**config.mk**
```make
export PLATFORM = sky130hd
export DESIGN_NAME = l2_tag_req_sequencer
export DESIGN_NICKNAME = d
export VERILOG_FILES = /design/src/rtl/l2_tag_req_sequencer.sv
export SDC_FILE = /design/constraint.sdc
export NUM_CORES = 1
export LEC_CHECK = 0
export ABC_AREA = 0
export BUFFER_PORTS_ARGS = -buffer_cell sky130_fd_sc_hd__buf_4
export CELL_PAD_IN_SITES_DETAIL_PLACEMENT = 0
export CELL_PAD_IN_SITES_GLOBAL_PLACEMENT = 1
export CORE_MARGIN = 2
export CORE_UTILIZATION = 33
export CTS_BUF_LIST = sky130_fd_sc_hd__clkbuf_2
export DETAILED_ROUTE_END_ITERATION = 10
export MAX_ROUTING_LAYER = met4
export PLACE_DENSITY_LB_ADDON = 0.08
export SYNTH_ARGS = -nofsm -noshare
export SYNTH_HDL_FRONTEND = slang
export SYNTH_SLANG_ARGS = --single-unit
```
**constraint.sdc**
```tcl
create_clock -name clk -period 1.8 [get_ports clk]
set_clock_uncertainty 0.15 [all_clocks]
set_input_delay 0 -clock clk [delete_from_list [all_inputs] [get_ports clk]]
set_output_delay 0 -clock clk [all_outputs]
set_load 0.01 [all_outputs]
```
**src/rtl/l2_tag_req_sequencer.sv**
```systemverilog
// Requester-side sequencer for the L2 tag bank: issues one lookup or flush at a time over
// the bank's flex channels, returns the way/state/inv_ack_cnt response and flags bank misbehaviour.
module l2_tag_req_sequencer #(
  parameter int TAG_W   = 15,
  parameter int SET_W   = 9,
  parameter int WAY_W   = 3,
  parameter int STATE_W = 3,
  parameter int INV_W   = 4,
  parameter int TIMEOUT = 8
) (
  input  logic               clk,
  input  logic               rst,
  input  logic               req_valid,
  output logic               req_ready,
  input  logic [TAG_W-1:0]   req_tag,
  input  logic [SET_W-1:0]   req_set,
  input  logic [STATE_W-1:0] req_state,
  input  logic [INV_W-1:0]   req_inv_ack_cnt,
  input  logic               req_has_state,
  input  logic               req_has_inv,
  input  logic               flush_req_valid,
  output logic               flush_req_ready,
  output logic               flush_done,
  output logic               rsp_valid,
  input  logic               rsp_ready,
  output logic [WAY_W-1:0]   rsp_way,
  output logic [STATE_W-1:0] rsp_state,
  output logic [INV_W-1:0]   rsp_inv_ack_cnt,
  output logic               tag_in_valid,
  output logic               set_in_valid,
  output logic               state_in_valid,
  output logic               inv_ack_cnt_in_valid,
  input  logic               tag_in_ready,
  input  logic               set_in_ready,
  input  logic               state_in_ready,
  input  logic               inv_ack_cnt_in_ready,
  output logic [TAG_W-1:0]   tag_in,
  output logic [SET_W-1:0]   set_in,
  output logic [STATE_W-1:0] state_in,
  output logic [INV_W-1:0]   inv_ack_cnt_in,
  input  logic               way_out_valid,
  input  logic               state_out_valid,
  input  logic               inv_ack_cnt_out_valid,
  output logic               way_out_ready,
  output logic               state_out_ready,
  output logic               inv_ack_cnt_out_ready,
  input  logic [WAY_W-1:0]   way_out,
  input  logic [STATE_W-1:0] state_out,
  input  logic [INV_W-1:0]   inv_ack_cnt_out,
  output logic               flush_in_valid,
  input  logic               flush_in_ready,
  input  logic               flush_complete_valid,
  output logic               flush_complete_ready,
  output logic               err_protocol,
  output logic               err_timeout
);
  localparam int CNT_W = $clog2(TIMEOUT + 1);

  typedef enum logic [2:0] {
    S_IDLE, S_ISSUE, S_WAIT_RSP, S_HOLD_RSP, S_FLUSH_ISSUE, S_FLUSH_WAIT
  } state_t;

  state_t             r_state, w_state_nxt;
  logic [TAG_W-1:0]   r_tag;
  logic [SET_W-1:0]   r_set;
  logic [STATE_W-1:0] r_req_state;
  logic [INV_W-1:0]   r_req_inv;
  logic               r_has_state, r_has_inv;
  logic               r_tag_sent, r_set_sent, r_state_sent, r_inv_sent;
  logic [CNT_W-1:0]   r_wait_cnt;
  logic [WAY_W-1:0]   r_rsp_way;
  logic [STATE_W-1:0] r_rsp_state;
  logic [INV_W-1:0]   r_rsp_inv;
  logic               r_flush_done, r_err_protocol, r_err_timeout;
  logic               w_req_acc, w_issue_done, w_in_flush, w_proto_viol, w_timeout_hit;

  assign w_req_acc = (r_state == S_IDLE) && !flush_req_valid && req_valid;

  // A channel counts as sent once its ready was seen, including the ready seen this cycle.
  assign w_issue_done = (r_tag_sent | tag_in_ready) & (r_set_sent | set_in_ready) &
                        (!r_has_state | r_state_sent | state_in_ready) &
                        (!r_has_inv | r_inv_sent | inv_ack_cnt_in_ready);

  assign w_in_flush    = (r_state == S_FLUSH_ISSUE) || (r_state == S_FLUSH_WAIT);
  assign w_proto_viol  = (way_out_valid && (r_state != S_WAIT_RSP)) ||
                         (flush_complete_valid && (r_state != S_FLUSH_WAIT)) ||
                         (w_in_flush && (way_out_valid || state_out_valid || inv_ack_cnt_out_valid));
  assign w_timeout_hit = (r_state == S_WAIT_RSP) && (r_wait_cnt == CNT_W'(TIMEOUT)) && !way_out_valid;

  always_ff @(posedge clk or posedge rst) begin
    if (rst) begin
      r_state        <= S_IDLE;
      r_tag          <= '0;
      r_set          <= '0;
      r_req_state    <= '0;
      r_req_inv      <= '0;
      r_has_state    <= 1'b0;
      r_has_inv      <= 1'b0;
      r_tag_sent     <= 1'b0;
      r_set_sent     <= 1'b0;
      r_state_sent   <= 1'b0;
      r_inv_sent     <= 1'b0;
      r_wait_cnt     <= '0;
      r_rsp_way      <= '0;
      r_rsp_state    <= '0;
      r_rsp_inv      <= '0;
      r_flush_done   <= 1'b0;
      r_err_protocol <= 1'b0;
      r_err_timeout  <= 1'b0;
    end else begin
      r_state        <= w_state_nxt;
      r_flush_done   <= (r_state == S_FLUSH_WAIT) && flush_complete_valid;
      r_err_protocol <= r_err_protocol | w_proto_viol;
      r_err_timeout  <= r_err_timeout | w_timeout_hit;

      if (w_req_acc) begin
        r_tag        <= req_tag;
        r_set        <= req_set;
        r_req_state  <= req_state;
        r_req_inv    <= req_inv_ack_cnt;
        r_has_state  <= req_has_state;
        r_has_inv    <= req_has_inv;
        r_tag_sent   <= 1'b0;
        r_set_sent   <= 1'b0;
        r_state_sent <= 1'b0;
        r_inv_sent   <= 1'b0;
      end

      if (r_state == S_ISSUE) begin
        r_tag_sent   <= r_tag_sent | tag_in_ready;
        r_set_sent   <= r_set_sent | set_in_ready;
        r_state_sent <= r_state_sent | (r_has_state & state_in_ready);
        r_inv_sent   <= r_inv_sent | (r_has_inv & inv_ack_cnt_in_ready);
      end

      // Counter saturates at TIMEOUT; the FSM keeps waiting after flagging.
      if (r_state == S_WAIT_RSP) begin
        if (r_wait_cnt != CNT_W'(TIMEOUT)) r_wait_cnt <= r_wait_cnt + CNT_W'(1);
        if (state_out_valid)       r_rsp_state <= state_out;
        if (inv_ack_cnt_out_valid) r_rsp_inv   <= inv_ack_cnt_out;
        if (way_out_valid)         r_rsp_way   <= way_out;
      end else begin
        r_wait_cnt <= '0;
      end

      if ((r_state == S_HOLD_RSP) && rsp_ready) begin
        r_rsp_way   <= '0;
        r_rsp_state <= '0;
        r_rsp_inv   <= '0;
      end
    end
  end

  always_comb begin
    w_state_nxt           = r_state;
    req_ready             = 1'b0;
    flush_req_ready       = 1'b0;
    tag_in_valid          = 1'b0;
    set_in_valid          = 1'b0;
    state_in_valid        = 1'b0;
    inv_ack_cnt_in_valid  = 1'b0;
    way_out_ready         = 1'b0;
    state_out_ready       = 1'b0;
    inv_ack_cnt_out_ready = 1'b0;
    rsp_valid             = 1'b0;
    flush_in_valid        = 1'b0;
    flush_complete_ready  = 1'b0;
    case (r_state)
      S_IDLE: begin
        // Gated by rst so every output reads 0 while reset is held.
        req_ready       = !flush_req_valid && !rst;
        flush_req_ready = !rst;
        if (flush_req_valid)  w_state_nxt = S_FLUSH_ISSUE;
        else if (req_valid)   w_state_nxt = S_ISSUE;
      end
      S_ISSUE: begin
        tag_in_valid         = !r_tag_sent;
        set_in_valid         = !r_set_sent;
        state_in_valid       = r_has_state && !r_state_sent;
        inv_ack_cnt_in_valid = r_has_inv && !r_inv_sent;
        if (w_issue_done) w_state_nxt = S_WAIT_RSP;
      end
      S_WAIT_RSP: begin
        way_out_ready         = 1'b1;
        state_out_ready       = 1'b1;
        inv_ack_cnt_out_ready = 1'b1;
        if (way_out_valid) w_state_nxt = S_HOLD_RSP;
      end
      S_HOLD_RSP: begin
        rsp_valid = 1'b1;
        if (rsp_ready) w_state_nxt = S_IDLE;
      end
      S_FLUSH_ISSUE: begin
        flush_in_valid = 1'b1;
        if (flush_in_ready) w_state_nxt = S_FLUSH_WAIT;
      end
      S_FLUSH_WAIT: begin
        flush_complete_ready = 1'b1;
        if (flush_complete_valid) w_state_nxt = S_IDLE;
      end
      default: w_state_nxt = S_IDLE;
    endcase
  end

  assign tag_in          = r_tag;
  assign set_in          = r_set;
  assign state_in        = r_req_state;
  assign inv_ack_cnt_in  = r_req_inv;
  assign rsp_way         = r_rsp_way;
  assign rsp_state       = r_rsp_state;
  assign rsp_inv_ack_cnt = r_rsp_inv;
  assign flush_done      = r_flush_done;
  assign err_protocol    = r_err_protocol;
  assign err_timeout     = r_err_timeout;

endmodule

```
# [After elaboration in Yosys (flattened, before gate mapping)]
# Index checks and enable logic that the tools add are counted.
[word_totals] regBits=57 latch_bits=0 ram_bits=0 mem_bits_ro=0 input_bits=57 output_inout_bits=56 elab_cells=120 memories=0
[op_classes] addsub=1 n_mul=0 div_mod_pow=0 magnitude_cmp=0 eq_ne=16 n_shift=0 muxes=34 bitwise_logic=15 reduce_logical=36
[op_table] operator="two-way mux 3 bit" count=13
[op_table] operator="two-way mux 4 bit" count=5
[op_table] operator="one-hot mux 3 bit (6 select lines)" count=1
[op_table] operator="two-way mux 1 bit" count=15
[op_table] operator="logical AND 1 bit" count=12
[op_table] operator="inequality test 2 bit (second input constant)" count=5
[op_table] operator="OR 1 bit" count=10
[op_table] operator="nonzero test 2 bit" count=5
[op_table] operator="logical NOT 1 bit" count=9
[op_table] operator="== test 3 x 2 -> 1 bit (second input constant)" count=2
[op_table] operator="== test 3 bit (second input constant)" count=2
[op_table] operator="inequality test 3 bit (second input constant)" count=2
[op_table] operator="AND reduction 2 bit" count=3
[op_table] operator="AND reduction 6 bit" count=1
[op_table] operator="AND 1 bit" count=5
[op_table] operator="logical OR 1 bit" count=5
[op_table] operator="adder 4 x 1 -> 4 bit (second input constant)" count=1
[op_table] operator="== test 4 bit (second input constant)" count=1
[op_table] operator="inequality test 4 bit (second input constant)" count=1
[op_table] operator="== test 3 x 1 -> 1 bit (second input constant)" count=1
[op_table] operator="logical NOT 3 bit" count=1
[op_table] operator="inequality test 3 x 2 -> 1 bit (second input constant)" count=1
[op_table] operator="inequality test 2 x 1 -> 1 bit (second input constant)" count=1

# [Depth between registers and ports, before layout]
# Gate-level depths: netlist (run 1).
[depth] word_depth=7 depth_mapped=6 ltp_nobuf=5

# [Worst setup path after synthesis (run 1)]
# OpenSTA, ideal clock, no wires.
[synth_path] kind="flip-flop to flip-flop" from="register r_state[2]" to="register r_has_inv" setup_ps=125 t_arrival_ps=1596 t_required_ps=1525 path_slack_ps=-71 path_stages_with_launch=5 n_path_buf=2 period_less_slack_ps=1871 path_cell_list="dfrtp_1 -> buf_4 -> nor4_4 -> buf_6 -> mux2_2"
[synth_between] elab_chain_cells=3
[synth_lines] item="start: declaration" line="63" source="state_t r_state, w_state_nxt;"
[synth_lines] item="start signal: assignment" line="111" source="r_state <= w_state_nxt;"
[synth_lines] item="logical NOT 3 bit" line="77" source="assign w_req_acc = (r_state == S_IDLE) && !flush_req_valid && req_valid;"
[synth_lines] item="logical AND 1 bit (2 in series)" line="77"
[synth_lines] item="end signal: assignment" line="122" source="r_has_inv <= req_has_inv;"
[synth_lines] item="end: declaration" line="68" source="logic r_has_state, r_has_inv;"
# Every way passes these cells.
# A chain may end at the register's enable or synchronous reset.

# [Worst setup path in the final report (run 1)]
[layout_path] from="register r_state[2]" to="output set_in_valid"
[layout_between] elab_chain_cells=2
[layout_lines] item="== test 3 x 1 -> 1 bit" line="168" source="case (r_state)"
[layout_lines] item="two-way mux 1 bit" line="168"
[layout_lines] item="end: declaration" line="30" source="output logic set_in_valid,"
# Every way passes these cells.

==> metrics.cfg, run 1 <==
[clocking]
clockBufferDepth = 2
clockRootBuffer = clkbuf_2
cts_tree = done
path_clk_slew_ns = 0.18
htreeDepth = 3
cts_buffers = 9
cts.sinks = 57
clk_latency_ns = 0.47

[synth]
synth_top_area_share = 0.563
synth_area_per_cell_um2 = 12.4
synthFlopType = dfrtp_1
async_flop_share = 1.00
syn_area_um2 = 2530
netlist_instances = 204
syn_nets = 263
yosysMostFrequentCell = dfrtp_1
yosysWarnings = 0
synth-seq-cells = 57
seq_area_frac_synth = 0.563
synthDistinctLibCells = 41
synth_edf_count = 0
netlist_top_cells_area = dfrtp_1 56%, mux2_2 13%, nor2b_1 3.7%, o2bb2ai_1 3.5%, a31oi_1 3.0%
synth_common_cells = 57 x dfrtp_1, 30 x mux2_2, 15 x nor2b_1, 14 x nor2_1, 12 x a31oi_1
synth_top_area_cell = dfrtp_1

[timing]
hold_viol_final = 0
max_freq_mhz = 547
final.setup.worst_slack_ns = -0.0274
setup_viol = 3
grt_setup_unrepaired = yes
hold_ws_ns = 0.132
drv_slew = 0
tightest_slew_ns = 0.824
maxSlewHeadroom = 0.447
period_needed_ns = 1.83
fin_crit_sh = 1.02

[worst_setup_path]
reg2regPathDepth = 5
crit_type = flip-flop to output pin
timing.rr.start = r_state[2]
cp_cell_sequence = buf_6, or3_4, nor2_1, buf_4
cp.depth = 4
cp-start-kind = flip-flop
r2r_end = tag_in[5]
path_buf_inv = 2
worst-path-max-fanout = 5
r2r_setup_slack_ns = 0.04
max_stage_delay_ns = 0.46
crit_family = simple AND/OR/NAND/NOR gates
worst_path_max_delay_cell = dfrtp_2
arrival_ns = 1.68
end_kind = output pin
critPathRequiredTime_ns = 1.65

[route]
drt-pass1-iter-count = 4
wl_per_cell_um = 14.4
drc = 0
wl_um = 7240
drtIter0Drc = 87
routed_via_density = 4.61
vias = 2321
ant_nets = 0

[final_layout]
drive_gt1_frac = 0.501
stdcell_count = 504
post-route-cell-area_um2 = 4530
nFillCells = 620
synthToLayoutAreaGrowth_pct = 78.7
nets = 459
antenna_cells = 0

[min_path]
min_from = req_tag[8]
hp-class = input pin to flip-flop
hold_depth = 3
hold_path_end = tag_in[8]

[place]
dp.cells = 412
dp_hpwl_um = 4410
placed_area_um2 = 3530
portBuffers = 112
gp_congestion = 0.738

[pwr]
irDropWorstVdd_v = 0.000786
internal_power_uw = 3960
combinationalPowerShare = 0.495
sw_frac_of_total = 0.345
power_frac_seq = 0.367
power_leakage_uw = 0.00208
clkPwrFrac = 0.138
p_sw_uw = 2080
p_per_area_nw_per_um2 = 1340

[grt]
grt_pass1_vias = 2346
grt_use_total = 0.174
grt_max_degree = 45
gr-total-overflow = 0
antenna_found_initial = 0
grt_pass1_wl_um = 11300

[floorplan]
die-area_um2 = 8400
rows = 31
io_pins = 113
die_h_um = 91.6
die_w_um = 91.6
core_um2 = 7330
initial_core_util = 0.346

[outcome]
violations = negative setup slack
outcome = finished with violations

[flow_run]
drv_cap = 0

==> through the flow <==
| stage | setup slack, ns | utilization | TNS (ns) | power (µW) |
|---|---|---|---|---|
| after floorplan | 0.0474 | - | 0 | 3440 |
| after global placement | 0.168 | 0.481 | 0 | 4640 |
| after detailed placement | 0.152 | 0.481 | 0 | 4680 |
| after CTS | -0.0551 | 0.593 | -0.261 | 5860 |
| after global routing | -0.147 | 0.618 | -1.04 | 6460 |
| final | -0.0274 | 0.618 | -0.0444 | 6050 |
==> state kept, by name (all words and copies together) (netlist names), 4 cells and up <==
| register | flops |
|---|---|
| r_wait_cnt | 4 |
| rsp_inv_ack_cnt | 4 |
| set_in | 9 |
| tag_in | 15 |
| inv_ack_cnt_in | 4 |
==> final cells by class <==
cell class | count | area (µm²) | area share
clock buffers | 9 | 45.0 | 0.00995
well taps | 99 | 124 | 0.0274
clock inverters | 7 | 70.1 | 0.0155
flip-flops and latches | 57 | 1430 | 0.316
multi-input cells | 128 | 1080 | 0.238
inverters | 6 | 22.5 | 0.00497
repair buffers | 198 | 1760 | 0.388
==> worst min-delay path: stages <==
cell           delay (ns)
dlygate4sd3_1        0.52
buf_4                0.09
mux2_2               0.12
==> power by group through the flow <==
stage,combinational (µW),sequential [µW],clock (µW)
global route,3230,2300,936
detailed placement,2460,2220,0
finish,2990,2220,831
global placement,2440,2200,0
floorplan,1050,2380,0
CTS,2800,2190,868
==> cells by family after synthesis <==
logic type / count (synthesis) / synth area share
AO/OA/AOI/OAI: 36 / 0.103
XOR/XNOR: 2 / 0.00691
flip-flops: 57 / 0.563
multiplexers: 35 / 0.155
AND/OR/NAND/NOR: 53 / 0.120
buffers and inverters: 19 / 0.0425
adder cells (fa/ha/maj): 2 / 0.00987
==> per-layer routing <==
metal / part of all wire / track usage
met3: 0.042 / 0.0370
met5: 0 / -
met4: 0.013 / 0.0694
met1: 0.45 / 0.225
met2: 0.49 / 0.267
==> worst max path at each step <==
stage | slack (ns) | from | end
final | -0.03 | r_state[2] | set_in_valid
after CTS | -0.06 | r_state[1] | set_in_valid
after detailed placement | 0.15 | r_state[1] | tag_in[5]
after global placement | 0.17 | r_state[1] | tag_in[12]
after floorplan | 0.05 | r_state[0] | r_has_inv
after global routing | -0.15 | r_state[2] | req_ready
==> placed cells by master, fill, tap and decap left out, types with 2 or more instances in the layout <==
master,Yosys,routed
nor2b_1,15,12
mux2_2,30,25
mux2i_1,2,2
and2_1,3,3
a31oi_1,12,12
mux2_4,0,5
ha_1,2,2
dfrtp_1,57,54
inv_2,0,2
nand3b_1,3,3
nor2b_2,0,3
dfrtp_2,0,3
mux2_1,3,3
clkbuf_2,0,9
o2bb2ai_1,10,10
nand2_2,0,2
nor4_4,1,2
nor2_1,14,12
clkinvlp_4,0,3
dlygate4sd3_1,0,58
a21oi_1,3,3
nor3b_1,3,2
clkbuf_16,0,2
inv_1,6,4
nand2_1,6,3
buf_6,3,9
buf_12,0,4
nor2_4,0,2
buf_4,3,124
==> timing repair <==
item | CTS | global route
hold buffers | 58 | 0
hold endpoints to repair | 110 | 0
pin swaps | 3 | 9
setup buffers | 11 | 4
gates cloned | 0 | 4
setup endpoints to repair | 12 | 48
gates resized for setup | 14 | 25
Note: power is estimated with default switching activity, not from simulation.
==> inputs of run 2 (changes only) <==
SKIP_CTS_REPAIR_TIMING = 1   (was unset)
==> metrics.cfg, run 2 (synthesis gave the netlist of run 1 again) <==
[timing]
hold_ws_ns = 0.142
setup_viol = 8
final.setup.worst_slack_ns = -0.0681
grt_setup_unrepaired = yes
period_needed_ns = 1.87
maxSlewHeadroom = 0.440
max_freq_mhz = 535
tightest_slew_ns = 0.835
drv_slew = 0
hold_viol_final = 0
fin_crit_sh = 1.04

[final_layout]
mostFrequentLayoutCell = buf_4
nets = 446
post-route-util = 0.588
antenna_cells = 0
drive_gt1_frac = 0.469
post-route-cell-area_um2 = 4310
final_cell_mix = 122 x buf_4, 58 x dlygate4sd3_1, 55 x dfrtp_1, 30 x mux2_2, 14 x nor2b_1
synthToLayoutAreaGrowth_pct = 70.1
largest_reg_flops = 15

[place]
gp_congestion = 0.738
portBuffers = 112
placed_area_um2 = 3530
dp_hpwl_um = 4410

[clocking]
clk_latency_ns = 0.46
htreeDepth = 3
path_clk_slew_ns = 0.18
cts_buffers = 9
cts_tree = done
clockRootBuffer = clkbuf_2
clockBufferDepth = 2
cts.sinks = 57

[min_path]
min_from = req_tag[8]
hp-class = input pin to flip-flop
hold_path_end = tag_in[8]
hold_depth = 3

[route]
drc = 0
ant_nets = 0
routed_via_density = 4.59
routed-wl-met2_um = 3260
wl_per_cell_um = 13.7
drtIter0Drc = 74
vias = 2254
dr.max_layer_used = met4
wl_met1_um = 3100
drt-pass1-iter-count = 4
met3_length_um = 326
wl_um = 6730

[grt]
grt_pass1_vias = 1994
grt_max_degree = 45
grt_use_total = 0.154
gr-total-overflow = 0
antenna_found_initial = 0
grt_pass1_wl_um = 9930

[outcome]
outcome = finished with violations
violations = negative setup slack

[worst_setup_path]
reg2regPathDepth = 4
cp-start-kind = flip-flop
crit_type = flip-flop to output pin
worst-path-max-fanout = 7
critPathRequiredTime_ns = 1.65
r2r_end = tag_in[10]
timing.rr.start = r_state[0]
arrival_ns = 1.72
r2r_setup_slack_ns = 0.06
end_kind = output pin

[pwr]
power_leakage_uw = 0.00196
irDropWorstVdd_v = 0.000685
p_per_area_nw_per_um2 = 1330

[floorplan]
core_um2 = 7330
initial_core_util = 0.346
die_w_um = 91.6
io_pins = 113
rows = 31
die-area_um2 = 8400
die_h_um = 91.6

[flow_run]
drv_cap = 0

## run 2: changes by cell type in the layout (fill, tap and decap cells not counted), sizes merged
| cell | delta |
|---|---|
| buf | -11 |
| clkbuf | -2 |
## run 2: power by group
group	leakage (µW)	switching [µW]	internal, µW
Sequential	0.000659	358	1840
Combinational	0.00124	1110	1580
Clock	0.0000620	515	317
Total	0.00196	1980	3740
## run 2: layout make-up
| class | instances | area [µm²] |
|---|---|---|
| multi-input cells | 128 | 1040 |
| clock buffers | 9 | 45.0 |
| inverters | 6 | 22.5 |
| clock inverters | 7 | 70.1 |
| repair buffers | 185 | 1580 |
| flip-flops and latches | 57 | 1430 |
| well taps | 99 | 124 |
| fillers | 637 | 3020 |
## run 2: how the worst max path moves through the flow
stage	end	slack [ns]	cells past startpoint	from
after detailed placement	tag_in[5]	0.15	3	r_state[1]
after global routing	state_out_ready	-0.18	5	r_state[1]
after floorplan	r_has_inv	0.05	3	r_state[0]
after global placement	tag_in[12]	0.17	3	r_state[1]
final	set_in_valid	-0.07	4	r_state[1]
after CTS	inv_ack_cnt_out_ready	-0.28	5	r_state[1]
## run 2: per-stage QoR
step           setup TNS [ns]  cells  power [µW]  setup WS, ns
2_1_floorplan               0    204        3440        0.0474
3_3_place_gp                0    412        4640         0.168
3_5_place_dp                0    412        4680         0.152
4_1_cts                 -2.03    428        5530        -0.280
5_1_grt                 -1.76    491        6130        -0.178
6_report               -0.274    491        5720       -0.0681
## run 2: critical path, stage by stage, from the launching register on
cell and delay, ns:
dfrtp_2 0.48, buf_6 0.15, or3_4 0.39, nor2_1 0.10
buf_4 0.13
## run 2: per-layer routing
layer,track usage,vias to the layer above
met1,0.209,1086
met2,0.218,68
li1,-,1093
met5,-,-
met4,0.0606,0
met3,0.0460,7
==> inputs of run 3 (changes only) <==
CELL_PAD_IN_SITES_DETAIL_PLACEMENT = 1   (was 0)
==> metrics.cfg, run 3 (synthesis gave the netlist of run 1 again) <==
[outcome]
outcome = finished with violations
violations = negative setup slack

[worst_setup_path]
crit_start = r_state[2]
cp-start-kind = flip-flop
reg2regPathDepth = 4
r2r_setup_slack_ns = 0
critPathRequiredTime_ns = 1.65
worst-path-max-fanout = 6
timing.rr.start = r_state[1]
crit_type = flip-flop to output pin
end_kind = output pin
crit_path_end = tag_in_valid
arrival_ns = 1.77
r2r_end = set_in[2]

[timing]
drv_slew = 0
grt_setup_unrepaired = yes
period_needed_ns = 1.92
max_freq_mhz = 522
final.setup.worst_slack_ns = -0.116
maxSlewHeadroom = 0.462
hold_viol_final = 0
fin_crit_sh = 1.06
setup_viol = 10
hold_ws_ns = 0.0787
tightest_slew_ns = 0.801
finalSetupTns_ns = -0.460

[final_layout]
mostFrequentLayoutCell = buf_4
antenna_cells = 0
final_cell_mix = 120 x buf_4, 58 x dlygate4sd3_1, 54 x dfrtp_1, 30 x mux2_2
stdcell_count = 493
nets = 448
drive_gt1_frac = 0.495
largest_reg_flops = 15
synthToLayoutAreaGrowth_pct = 72.7

[clocking]
htreeDepth = 3
clk_latency_ns = 0.50
clockRootBuffer = clkbuf_2
path_clk_slew_ns = 0.22
cts.sinks = 57
cts_buffers = 9
clockBufferDepth = 2
cts_tree = done

[pwr]
combinationalPowerShare = 0.475
p_per_area_nw_per_um2 = 1350
irDropWorstVdd_v = 0.000847
internal_power_uw = 3810
clkPwrFrac = 0.149
power_uw = 5920
p_sw_uw = 2110
power_leakage_uw = 0.00199
power_frac_seq = 0.376
sw_frac_of_total = 0.356

[place]
portBuffers = 112
dp_hpwl_um = 4890
gp_congestion = 0.738
post-place-ws_ns = 0.111
dp.cells = 412

[floorplan]
core_um2 = 7330
rows = 31
io_pins = 113
die_h_um = 91.6
initial_core_util = 0.346
die-area_um2 = 8400
die_w_um = 91.6

[min_path]
hold_depth = 3
hp-class = input pin to flip-flop

[grt]
grt_max_degree = 45
grt_pass1_vias = 2244
antenna_found_initial = 0
grt_use_total = 0.176
grt_pass1_wl_um = 11100
gr-total-overflow = 0

[route]
drtIter0Drc = 52
wl_um = 7680
routed_via_density = 4.65
drc = 0
vias = 2292
drt-pass1-iter-count = 4
wl_per_cell_um = 15.6
ant_nets = 0

[flow_run]
drv_cap = 0

[run 3: area by class of cell]
cell class / instances / area (µm²)
multi-input cells: 128 / 1070
flip-flops and latches: 57 / 1430
repair buffers: 187 / 1610
fillers: 776 / 2950
clock inverters: 7 / 78.8
well taps: 99 / 124
inverters: 6 / 22.5
clock buffers: 9 / 45.0
[run 3: metrics by stage]
step	cell area (µm²)	util
floorplan	2530	-
global placement	3530	0.481
detailed placement	3530	0.481
CTS	3650	0.498
global route	4380	0.597
finish	4380	0.597
[run 3: power groups by stage]
stage	registers, µW	clock network, µW	logic (µW)
2_1_floorplan	2380	0	1050
3_3_place_gp	2200	0	2440
3_5_place_dp	2230	0	2490
4_1_cts	2210	918	2490
5_1_grt	2310	974	3040
6_report	2230	883	2820
[run 3: worst max-delay path: stages (launching register included)]
cell	delay, ns
dfrtp_2	0.49
buf_6	0.15
or3_4	0.42
nor2_4	0.12
buf_6	0.11
[run 3: worst min path at each step]
stage	from	end	slack [ns]
after floorplan	flush_req_valid	req_ready	-0.10
after global placement	rst	rsp_state[1]	-0.15
after detailed placement	rst	rsp_state[1]	-0.14
after CTS	rst	rsp_state[0]	-0.74
after global routing	req_set[7]	set_in[7]	0.02
final	req_tag[2]	tag_in[2]	0.08
[run 3: layer usage]
metal	vias to the layer above	share of wire	track usage
li1	1094	-	-
met1	1126	0.42	0.199
met2	65	0.51	0.287
met3	7	0.050	0.0764
met4	0	0.0099	0.0455
met5	-	0	-
